## src/rtl/alu32_seq_if.sv

```systemverilog
// rtl/alu32_seq_if.sv - request/result bundle between an issuing stage and alu32_seq
interface alu32_seq_if;
  logic        start;
  logic [2:0]  op;
  logic [31:0] a;
  logic [31:0] b;
  logic        busy;
  logic        done;
  logic [31:0] res;
  logic [31:0] res_hi;
  logic        zero;

  modport master (
    output start, op, a, b,
    input  busy, done, res, res_hi, zero
  );

  modport slave (
    input  start, op, a, b,
    output busy, done, res, res_hi, zero
  );
endinterface

```

## src/rtl/alu32_seq.sv

```systemverilog
// rtl/alu32_seq.sv - registered handshaked 32-bit ALU stage, optional shift-add multiplier under ALU32_MULT_EN
module and_32 (
  input  logic [31:0] a_i,
  input  logic [31:0] b_i,
  output logic [31:0] y_o
);
  assign y_o = a_i & b_i;
endmodule

module alu32_seq (
  input  logic clk,
  input  logic rst_n,
  alu32_seq_if.slave bus
);
  // Width is pinned by and_32.
  localparam int W = 32;

  localparam logic [2:0] OP_AND  = 3'b000;
  localparam logic [2:0] OP_OR   = 3'b001;
  localparam logic [2:0] OP_ADD  = 3'b010;
  localparam logic [2:0] OP_MULT = 3'b011;
  localparam logic [2:0] OP_SUB  = 3'b110;
  localparam logic [2:0] OP_SLT  = 3'b111;

  typedef enum logic [1:0] {IDLE = 2'd0, EXEC = 2'd1, MUL = 2'd2, FIN = 2'd3} state_t;

  state_t       state_q, state_d;
  logic [W-1:0] a_q, a_d, b_q, b_d;
  logic [2:0]   op_q, op_d;
  logic         busy_q, busy_d, done_q, done_d, zero_q, zero_d;
  logic [W-1:0] res_q, res_d, res_hi_q, res_hi_d;
  logic [W-1:0] and_y, alu_y;

`ifdef ALU32_MULT_EN
  // Product register: upper half is the accumulator, lower half the shrinking multiplier.
  logic [2*W-1:0] prod_q, prod_d;
  logic [5:0]     cnt_q, cnt_d;
  logic [W:0]     acc_sum;
`endif

  and_32 u_and (.a_i(a_q), .b_i(b_q), .y_o(and_y));

  // Single-cycle result from latched operands; reserved codes (and MULT when not built) give 0.
  always_comb begin
    alu_y = '0;
    case (op_q)
      OP_AND:  alu_y = and_y;
      OP_OR:   alu_y = a_q | b_q;
      OP_ADD:  alu_y = a_q + b_q;
      OP_SUB:  alu_y = a_q - b_q;
      OP_SLT:  alu_y = {{(W-1){1'b0}}, ($signed(a_q) < $signed(b_q))};
      default: alu_y = '0;
    endcase
  end

`ifdef ALU32_MULT_EN
  // One shift-add step: conditionally add multiplicand into the 33-bit accumulator.
  always_comb begin
    acc_sum = {1'b0, prod_q[2*W-1:W]} + (prod_q[0] ? {1'b0, a_q} : {(W+1){1'b0}});
  end
`endif

  // Next-state and output-register logic.
  always_comb begin
    state_d  = state_q;
    a_d      = a_q;
    b_d      = b_q;
    op_d     = op_q;
    busy_d   = busy_q;
    done_d   = 1'b0;
    res_d    = res_q;
    res_hi_d = res_hi_q;
    zero_d   = zero_q;
`ifdef ALU32_MULT_EN
    prod_d   = prod_q;
    cnt_d    = cnt_q;
`endif
    case (state_q)
      IDLE: begin
        if (bus.start) begin
          a_d    = bus.a;
          b_d    = bus.b;
          op_d   = bus.op;
          busy_d = 1'b1;
`ifdef ALU32_MULT_EN
          if (bus.op == OP_MULT) begin
            state_d = MUL;
            prod_d  = {{W{1'b0}}, bus.b};
            cnt_d   = 6'd0;
          end else begin
            state_d = EXEC;
          end
`else
          state_d = EXEC;
`endif
        end
      end
      EXEC: begin
        res_d    = alu_y;
        res_hi_d = '0;
        zero_d   = (alu_y == '0);
        done_d   = 1'b1;
        busy_d   = 1'b0;
        state_d  = IDLE;
      end
`ifdef ALU32_MULT_EN
      MUL: begin
        prod_d = {acc_sum, prod_q[W-1:1]};
        cnt_d  = cnt_q + 6'd1;
        if (cnt_q == 6'd31) state_d = FIN;
      end
      FIN: begin
        res_d    = prod_q[W-1:0];
        res_hi_d = prod_q[2*W-1:W];
        zero_d   = (prod_q[W-1:0] == '0);
        done_d   = 1'b1;
        busy_d   = 1'b0;
        state_d  = IDLE;
      end
`endif
      default: state_d = IDLE;
    endcase
  end

  // State and result registers; reset aborts any operation and clears results.
  always_ff @(posedge clk) begin
    if (!rst_n) begin
      state_q  <= IDLE;
      a_q      <= '0;
      b_q      <= '0;
      op_q     <= '0;
      busy_q   <= 1'b0;
      done_q   <= 1'b0;
      res_q    <= '0;
      res_hi_q <= '0;
      zero_q   <= 1'b1;
`ifdef ALU32_MULT_EN
      prod_q   <= '0;
      cnt_q    <= '0;
`endif
    end else begin
      state_q  <= state_d;
      a_q      <= a_d;
      b_q      <= b_d;
      op_q     <= op_d;
      busy_q   <= busy_d;
      done_q   <= done_d;
      res_q    <= res_d;
      res_hi_q <= res_hi_d;
      zero_q   <= zero_d;
`ifdef ALU32_MULT_EN
      prod_q   <= prod_d;
      cnt_q    <= cnt_d;
`endif
    end
  end

  assign bus.busy   = busy_q;
  assign bus.done   = done_q;
  assign bus.res    = res_q;
  assign bus.res_hi = res_hi_q;
  assign bus.zero   = zero_q;
endmodule

```

## src/flat_wrapper.sv

```systemverilog
// flat-port wrapper written by rule: the top's interface ports become plain ports
module alu32_seq_flat 
  (clk, rst_n, bus_start, bus_op, bus_a, bus_b, bus_busy, bus_done, bus_res, bus_res_hi, bus_zero);
  alu32_seq_if bus_i ();
  input  logic clk;
  input  logic rst_n;
  input wire logic [$bits(bus_i.start)-1:0] bus_start;
  input wire logic [$bits(bus_i.op)-1:0] bus_op;
  input wire logic [$bits(bus_i.a)-1:0] bus_a;
  input wire logic [$bits(bus_i.b)-1:0] bus_b;
  output wire logic [$bits(bus_i.busy)-1:0] bus_busy;
  output wire logic [$bits(bus_i.done)-1:0] bus_done;
  output wire logic [$bits(bus_i.res)-1:0] bus_res;
  output wire logic [$bits(bus_i.res_hi)-1:0] bus_res_hi;
  output wire logic [$bits(bus_i.zero)-1:0] bus_zero;
  assign bus_i.start = bus_start;
  assign bus_i.op = bus_op;
  assign bus_i.a = bus_a;
  assign bus_i.b = bus_b;
  assign bus_busy = bus_i.busy;
  assign bus_done = bus_i.done;
  assign bus_res = bus_i.res;
  assign bus_res_hi = bus_i.res_hi;
  assign bus_zero = bus_i.zero;
  alu32_seq u_core (.clk(clk), .rst_n(rst_n), .bus(bus_i));
endmodule
```

## config.mk

```make
export PLATFORM = sky130hd
export DESIGN_NAME = alu32_seq_flat
export DESIGN_NICKNAME = d
export VERILOG_FILES = /design/src/rtl/alu32_seq_if.sv /design/src/rtl/alu32_seq.sv /design/src/flat_wrapper.sv
export SDC_FILE = /design/constraint.sdc
export NUM_CORES = 1
export LEC_CHECK = 0
export ABC_AREA = 1
export ABC_CLOCK_PERIOD_IN_PS = 4800
export CORE_ASPECT_RATIO = 2
export CORE_MARGIN = 3
export CORE_UTILIZATION = 28
export CTS_BUF_LIST = sky130_fd_sc_hd__clkbuf_8
export DETAILED_ROUTE_END_ITERATION = 8
export HOLD_SLACK_MARGIN = 0.03
export PLACE_DENSITY = 0.55
export REMOVE_ABC_BUFFERS = 1
export SYNTH_ARGS = -nofsm -noshare
export SYNTH_HDL_FRONTEND = slang
export SYNTH_SLANG_ARGS = --single-unit
export TNS_END_PERCENT = 20
```

## constraint.sdc

```tcl
create_clock -name clk -period 4.8 [get_ports clk]
set_input_delay 1.2 -clock clk [delete_from_list [all_inputs] [get_ports clk]]
set_output_delay 1.2 -clock clk [all_outputs]
set_load 0.005 [all_outputs]
```

; Yosys cells after proc, flatten, opt, wreduce, memory -nomap -nowiden
; Index checks and enable logic that the tools add are counted.
[op_classes]
add_sub_neg = 2
n_lt_le_gt_ge = 1
eq_ne = 5
n_mux = 4
n_bitwise = 2
reduce_logical = 7
[ops]
columns = cell, count
row1 = 32-bit case mux with 5 select lines, 1
row2 = 32-bit adder, 1
row3 = 32-bit bitwise AND, 1
row4 = 32-bit zero test, 1
row5 = 32-bit less-than comparator, 1
row6 = 32-bit bitwise OR, 1
row7 = 32-bit subtractor, 1
row8 = "3-bit == test, second input constant", 2
row9 = 2-bit AND reduction, 3
row10 = "3-bit by 1-bit == test with 1-bit output, second input constant", 1
row11 = "3-bit by 2-bit == test with 1-bit output, second input constant", 1
row12 = 3-bit zero test, 1
row13 = 2-bit zero test, 1
row14 = 1-bit 2-to-1 mux, 2
row15 = "2-bit != test, second input constant", 1
row16 = 1-bit case mux with 2 select lines, 1
row17 = 2-bit nonzero test, 1
[word_totals]
reg_bits = 103
inputBits = 70
output_inout_bits = 67
word_cells = 29

; Logic depth before layout (Yosys ltp)
; Gate-level depths: netlist of the first run.
[depth]
ltp_word = 3
mapped_depth = 22
mapped_depth_nobuf = 21

; Hierarchy
; A second synthesis of the first run with hierarchy kept.
[hier_totals]
hier_cells = 1850
area_unflattened_um2 = 10402.5
[modules_own_cells]
columns = mod, n_inst, cells_per_inst, area_each_um2, seq_area_each_um2
row1 = alu32_seq, 1, 1786, 10162.2, 2062.0
row2 = and_32, 1, 64, 240.2, 0.0

; Worst setup path before layout of the first run
; No wires, ideal clock.
[synth_path]
path_kind = flip-flop to flip-flop
start = reg u_core.b_q[0]
end = reg u_core.zero_q, in the netlist u_core.bus.zero
setup_ns = 0.068
arrival_ns = 2.135
required_time_ns = 4.732
slack_ns = 2.597
path_stages_with_launch = 18
n_path_buf = 0
period_less_slack_ns = 2.203
cell_sequence = dfxtp_1 -> ha_1 -> fa_1 -> nand3_1 -> nand3_1 -> nand2_1 -> nand2_2 -> nand2_1 -> nand2_1 -> nand2_1 -> nand3_1 -> nand3_1 -> nand3_1 -> nor2_1 -> nand2_1 -> nor2_1 -> nand3_1 -> a21oi_2
[synth_via]
elab_chain_len = 3
elab_cells_between_ends = 7
cone_classes = 2 x add/sub / 1 x order compare / 1 x mux / 2 x bitwise / 1 x reduce/logical
[synth_lines]
columns = element, line
row1 = from (decl), alu32_seq.sv:28  ; logic [W-1:0] a_q, a_d, b_q, b_d;
row2 = from (signal assigned), alu32_seq.sv:130  ; b_q <= '0;
row3 = from (signal assigned), alu32_seq.sv:144  ; b_q <= b_d;
row4 = "32-bit subtractor, or another cell as far along", alu32_seq.sv:50  ; OP_SUB: alu_y = a_q - b_q;
row5 = 32-bit case mux with 5 select lines *, alu32_seq.sv:46  ; case (op_q)
row6 = 32-bit zero test *, alu32_seq.sv:101  ; zero_d = (alu_y == '0);
row7 = to (signal assigned), alu32_seq.sv:150  ; zero_q <= zero_d;
row8 = to (decl), alu32_seq.sv:30  ; logic busy_q, busy_d, done_q, done_d, zero_q, zero_d;
; Mark *: on every way between the ends. The rest lies on a longest branch, timed or not.
; A chain may end at the register's enable or synchronous reset.

; Worst setup path after layout of the first run
[layout_path]
start = reg u_core.b_q[9]
end = reg u_core.zero_q, in the netlist u_core.bus.zero
; The elaborated chain is that of the path after synthesis.

==> reports/qor.yml, run 1 <==
clocking:
  cts.sinks: 103
  htreeDepth: 3
  cts_tree: "done"
  ctsHoldBuffers: 0
  cts-resized-gates: 0
  clockBufferDepth: 2
  clk_latency_ns: 0.44
  post_cts_buffers: 0
  clkTransAtPathRegs_ns: 0.12
  cts_buffers: 9
  cts_root_buffer: "clkbuf_8"
place:
  routabilityCongestion: 0.962
  dp_hpwl_um: 33600
  port_buffers: 104
  place_area_sq_um: 11300
  dp_cells: 2228
worst_setup_path:
  path_cells: "inv_1 > ha_1 > nand2_1 > nor2_2 > and3_1 > nand2_1 > nand2_2 > nand2_1 > nand3_1 > nand2_1 > nor2_1 > nand2_1 > nor2_1 > nand2_1 > nor2_1 > nand3_1 > a21oi_2"
  ff2ff_path_depth: 17
  worstPathArrival_ns: 3.47
  r2r-end: "u_core.bus.zero"
  path_class: "reg2reg"
  crit_buf_inv: 1
  crit_family: "simple AND/OR/NAND/NOR gates"
  cpPeakStageDelay_ns: 0.54
  startpoint_type: "register"
  crit_fanout: 9
  crit_required_ns: 5.17
  cp_slowest_cell: "ha_1"
  crit_path_end_kind: "register"
  path_common_cell: "nand2_1"
  reg2reg_slack_ns: 1.70
  reg2reg_from: "u_core.b_q[9]"
logic_synthesis:
  synth-seq-area-share_pct: 20.5
  synth_top_cell_area_share_pct: 20.5
  synth.distinct_cells: 42
  synth_seq_cells: 103
  synth_area_leaders: "dfxtp_1 (20%), nand2_1 (18%), ha_1 (13%), inv_1 (12%), nand3_1 (7.6%)"
  synth.avg_cell_area_sq_um: 5.80
  synth_area_leader_cell: "dfxtp_1"
  syn_inst: 1737
  syn-cell-area_sq_um: 10100
  synth_warnings: 0
power_and_ir_drop:
  powerDensity_nw_per_um2: 249
  p_leak_nw: 5.93
  ir_drop_uv: 148
timing:
  fin_crit_ns: 3.10
  fin_tns_setup_ns: 0
  tightest_slew_ns: 1.20
  skew_ns: 0.0193
  rsz0062_at_grt: "false"
  whs_ns: 0.481
  drv_slew: 0
  fin_crit_sh_pct: 64.7
  fmax_ghz: 0.322
  final-setup-viol-count: 0
  worst_slew_margin_rel_pct: 20.2
  hold_viol_final: 0
global_route:
  grt_max_degree: 135
  grt.total_usage_pct: 20.7
  grt_overflow_total: 0
  grt_pass1_wl_um: 60000
  grt_pass1_vias: 10900
  antenna_found_initial: 1
worst_hold_path:
  hold_class: "reg2reg"
  min_to: "u_core.bus.res[24]"
  min-delay-start: "u_core.bus.res[24]"
  min_path_cells: 2
drt:
  vias: 10800
  drc: 0
  vias_per_cell: 4.81
  first_pass_iters: 5
  post_drt_wl_per_cell_um: 17.9
  drt_iter0_drc: 637
  ant_nets: 0
  drt_wl_total_um: 40300
floorplan:
  start_util_pct: 28.5
  dieArea_sq_um: 38400
  chipHeight_um: 274
  die_x_um: 140
  rows: 97
  ios: 137
  core-area_sq_um: 35300
finish:
  syn_to_final_growth_pct: 14.8
  drive_gt1_share_pct: 3.17
  post-route-util_pct: 32.8
  postLayoutCellArea_sq_um: 11600
  layout.nets: 1967
  final_cells: 2245
status:
  status: "finished, final reports clean"
run:
  timing.max_cap.violations: 0
-- worst max path at each step --
stage	to	depth (start not counted)	start	slack (ns)
final	u_core.bus.zero	17	u_core.b_q[9]	1.70
after global routing	u_core.bus.zero	17	u_core.a_q[9]	1.50
after CTS	u_core.bus.zero	16	u_core.b_q[9]	1.68
after detailed placement	u_core.bus.res[25]	5	rst_n	1.44
after global placement	u_core.bus.res[30]	5	rst_n	1.43
after floorplan	u_core.a_q[0]	5	bus_start	1.10
-- worst register-to-register path: stages, from the launching register on --
cell and delay [ns]:
dfxtp_1 0.36, inv_1 0.08, ha_1 0.54, nand2_1 0.22, nor2_2 0.20, and3_1 0.18
nand2_1 0.08, nand2_2 0.11, nand2_1 0.06, nand3_1 0.07, nand2_1 0.07, nor2_1 0.46
nand2_1 0.11, nor2_1 0.10, nand2_1 0.05, nor2_1 0.12, nand3_1 0.10, a21oi_2 0.11
-- final cells by class --
type | instances | area (sq um)
diodes | 1 | 2.50
clock buffers | 9 | 124
clock inverters | 7 | 129
fillers | 3995 | 23700
inverters | 333 | 1250
multi-input cells | 1236 | 6350
flip-flops and latches | 103 | 2060
well taps | 445 | 557
repair buffers | 111 | 1100
-- synthesized netlist by cell type, drive strengths merged --
master,n
nand2,496
inv,331
nand3,157
nor2,144
a21oi,114
o21ai,108
dfxtp,103
ha,101
buf,57
clkbuf,39
o22ai,23
nor3,16
nand4,11
o21bai,8
and3,4
nand3b,4
a31oi,3
a211oi,2
a221oi,2
clkinv,2
fa,2
o211ai,2
xor2,2
a21boi,1
a22o,1
and2,1
conb,1
nor3b,1
o21a,1
-- metrics by stage --
step           setup WS (ns)  total power [mW]
4_1_cts                 1.68              2.91
6_report                1.70              2.88
2_1_floorplan           1.10              1.73
3_3_place_gp            1.43              2.20
3_5_place_dp            1.44              2.21
5_1_grt                 1.50              3.08
-- state kept, by name, indices dropped and copies added, names as in the netlist --
register,count
u_core.a_q,32
u_core.b_q,32
u_core.bus.busy,1
u_core.bus.done,1
u_core.bus.res,32
u_core.bus.zero,1
u_core.op_q,3
u_core.state_q,1
-- layout by cell type (no fill, tap or decap), drive strengths merged, types with 3 or more instances in the layout --
master	count
nand2	496
ha	101
clkbuf	9
and3	4
nor3	16
dfxtp	103
a21oi	114
o21bai	8
nand4	11
nor2	144
a31oi	3
nand3b	4
o21ai	108
clkdlybuf4s50	103
nand3	157
o22ai	23
buf	8
conb	32
clkinv	6
inv	332
-- cell families after synthesis --
family | share of synthesized area, %
flip-flops | 20.5
adder cells (fa/ha/maj) | 12.9
AO/OA/AOI/OAI | 14.0
AND/OR/NAND/NOR | 34.6
XOR/XNOR | 0.174
other | 0.0372
buffers and inverters | 17.8
-- routing by layer --
| layer | wire length, um | part of all wire, % | GRT usage [%] |
|---|---|---|---|
| met5 | 0 | 0 | 0 |
| met3 | 1280 | 3.2 | 2.36 |
| met2 | 22500 | 56 | 41.8 |
| met1 | 11900 | 30 | 16.1 |
| met4 | 4540 | 11 | 20.0 |
-- power breakdown --
part / switching [mW] / internal, mW / leakage (nW) / total, mW
Clock: 0.380 / 0.310 / 0.124 / 0.690
Sequential: 0.0405 / 0.910 / 0.848 / 0.951
Combinational: 0.852 / 0.383 / 4.95 / 1.24
(Power assumes the default switching activity.)
==> run 2: changes to the inputs <==
ABC_CLOCK_PERIOD_IN_PS = 2570   (was 4800)
PLACE_DENSITY = 0.57   (was 0.55)
clock period = 2.57 ns   (was 4.8 ns; I/O delays follow)
==> reports/qor.yml, run 2 (synthesis results as in run 1) <==
status:
  status: "finished with violations"
  failed_checks: "negative setup slack"
drt:
  post_drt_wl_per_cell_um: 17.3
  ant_nets: 0
  drt_wl_total_um: 45200
  drc: 0
  vias: 12200
  drt_iter0_drc: 616
  first_pass_iters: 5
  vias_per_cell: 4.68
power_and_ir_drop:
  ir_drop_uv: 269
  powerDensity_nw_per_um2: 426
  p_leak_nw: 7.93
  power_mw: 6.68
global_route:
  grt_pass1_wl_um: 66300
  grt_overflow_total: 0
  grt.total_usage_pct: 22.8
  grt_pass1_vias: 12400
  antenna_found_initial: 1
  grt_max_degree: 73
worst_setup_path:
  path_class: "reg2reg"
  r2r-end: "u_core.bus.res[19]"
  crit_fanout: 5
  crit_path_end_kind: "register"
  reg2reg_slack_ns: -0.03
  reg2reg_from: "u_core.b_q[12]"
  worstPathArrival_ns: 2.94
  crit_required_ns: 2.91
  ff2ff_path_depth: 18
  startpoint_type: "register"
clocking:
  clockBufferDepth: 2
  htreeDepth: 3
  clkTransAtPathRegs_ns: 0.11
  cts.sinks: 103
  clk_latency_ns: 0.45
  cts_tree: "done"
  cts_root_buffer: "clkbuf_8"
  ctsHoldBuffers: 0
  cts_buffers: 9
worst_hold_path:
  hold_class: "reg2reg"
  min_path_cells: 2
  min-delay-start: "u_core.bus.res[16]"
  min_to: "u_core.bus.res[16]"
floorplan:
  rows: 97
  chipHeight_um: 274
  start_util_pct: 28.5
  die_x_um: 140
  dieArea_sq_um: 38400
  core-area_sq_um: 35300
  ios: 137
timing:
  final-setup-viol-count: 1
  fin_crit_sh_pct: 101
  worst_slew_margin_rel_pct: 59.7
  hold_viol_final: 0
  drv_slew: 0
  fmax_ghz: 0.385
  skew_ns: 0.0202
  layout_setup_ws_ns: -0.0251
  fin_crit_ns: 2.60
  rsz0062_at_grt: "true"
  tightest_slew_ns: 0.598
place:
  routabilityCongestion: 0.976
  dp_hpwl_um: 37400
  place_ws_ns: -0.476
  port_buffers: 104
finish:
  layout.nets: 2330
  post-route-util_pct: 44.4
  drive_gt1_share_pct: 34.2
  final_cell_mix: "nand2_1 (401), buf_4 (350), inv_1 (289)"
  layout_commonest_cell: "nand2_1"
  syn_to_final_growth_pct: 55.4
run:
  timing.max_cap.violations: 0
## run 2: per-layer routing
layer  vias up  GRT usage (%)  wire length, um
met3       169           2.18             1080
li1       6170              -                -
met5         -              0                0
met1      5548           18.2            13800
met2       302           45.4            24900
met4         0           23.0             5410
## run 2: worst max path at each step
stage,start,endpoint,depth (start not counted)
floorplan,bus_start,u_core.a_q[0],5
detailed placement,u_core.b_q[14],u_core.bus.zero,17
CTS,u_core.a_q[0],u_core.bus.zero,21
global route,u_core.b_q[3],u_core.bus.zero,19
finish,u_core.b_q[12],u_core.bus.res[19],18
global placement,u_core.b_q[14],u_core.bus.zero,17
## run 2: through the flow
stage / TNS, ns / instances / hold slack (ns) / instance area, sq um
after detailed placement: -0.903 / 2548 / 0.463 / 13800
after CTS: -0.0165 / 2582 / 0.481 / 14800
after global placement: -0.841 / 2548 / 0.463 / 13800
after global routing: -0.226 / 2607 / 0.500 / 15700
final: -0.0251 / 2607 / 0.479 / 15700
after floorplan: -38.49 / 1672 / 0.466 / 9650
## run 2: final cells by class
type	instances	area (sq um)
clock buffer	9	124
sequential	103	2120
timing repair buffer	474	3950
tap	445	557
fill	3773	19700
inverter	333	1250
clock inverter	6	53.8
multi-input combinational	1236	7600
antenna	1	2.50
## run 2: worst max-delay path, stage by stage, from the launching register on
cell	delay (ns)
dfxtp_2	0.35
inv_1	0.07
ha_4	0.31
buf_6	0.13
nand2_2	0.08
inv_2	0.08
nand2_4	0.06
nor2_4	0.11
buf_4	0.12
nand4_1	0.16
nand3_1	0.14
nand2_1	0.06
nand3_1	0.07
nand3b_1	0.20
buf_4	0.20
buf_4	0.12
buf_4	0.12
nand2_1	0.06
nand2_1	0.06
## run 2: repair_timing
action,4_1_cts,5_1_grt
buffers inserted,20,24
pin swaps,47,84
resized for setup,177,234
cloned,0,0
endpoints found under the setup margin,8,8
## run 2: report_power, final
part           switching [mW]  internal [mW]  total, mW
registers              0.0617           1.71       1.77
logic                    2.15           1.71       3.85
clock network           0.690          0.361       1.05
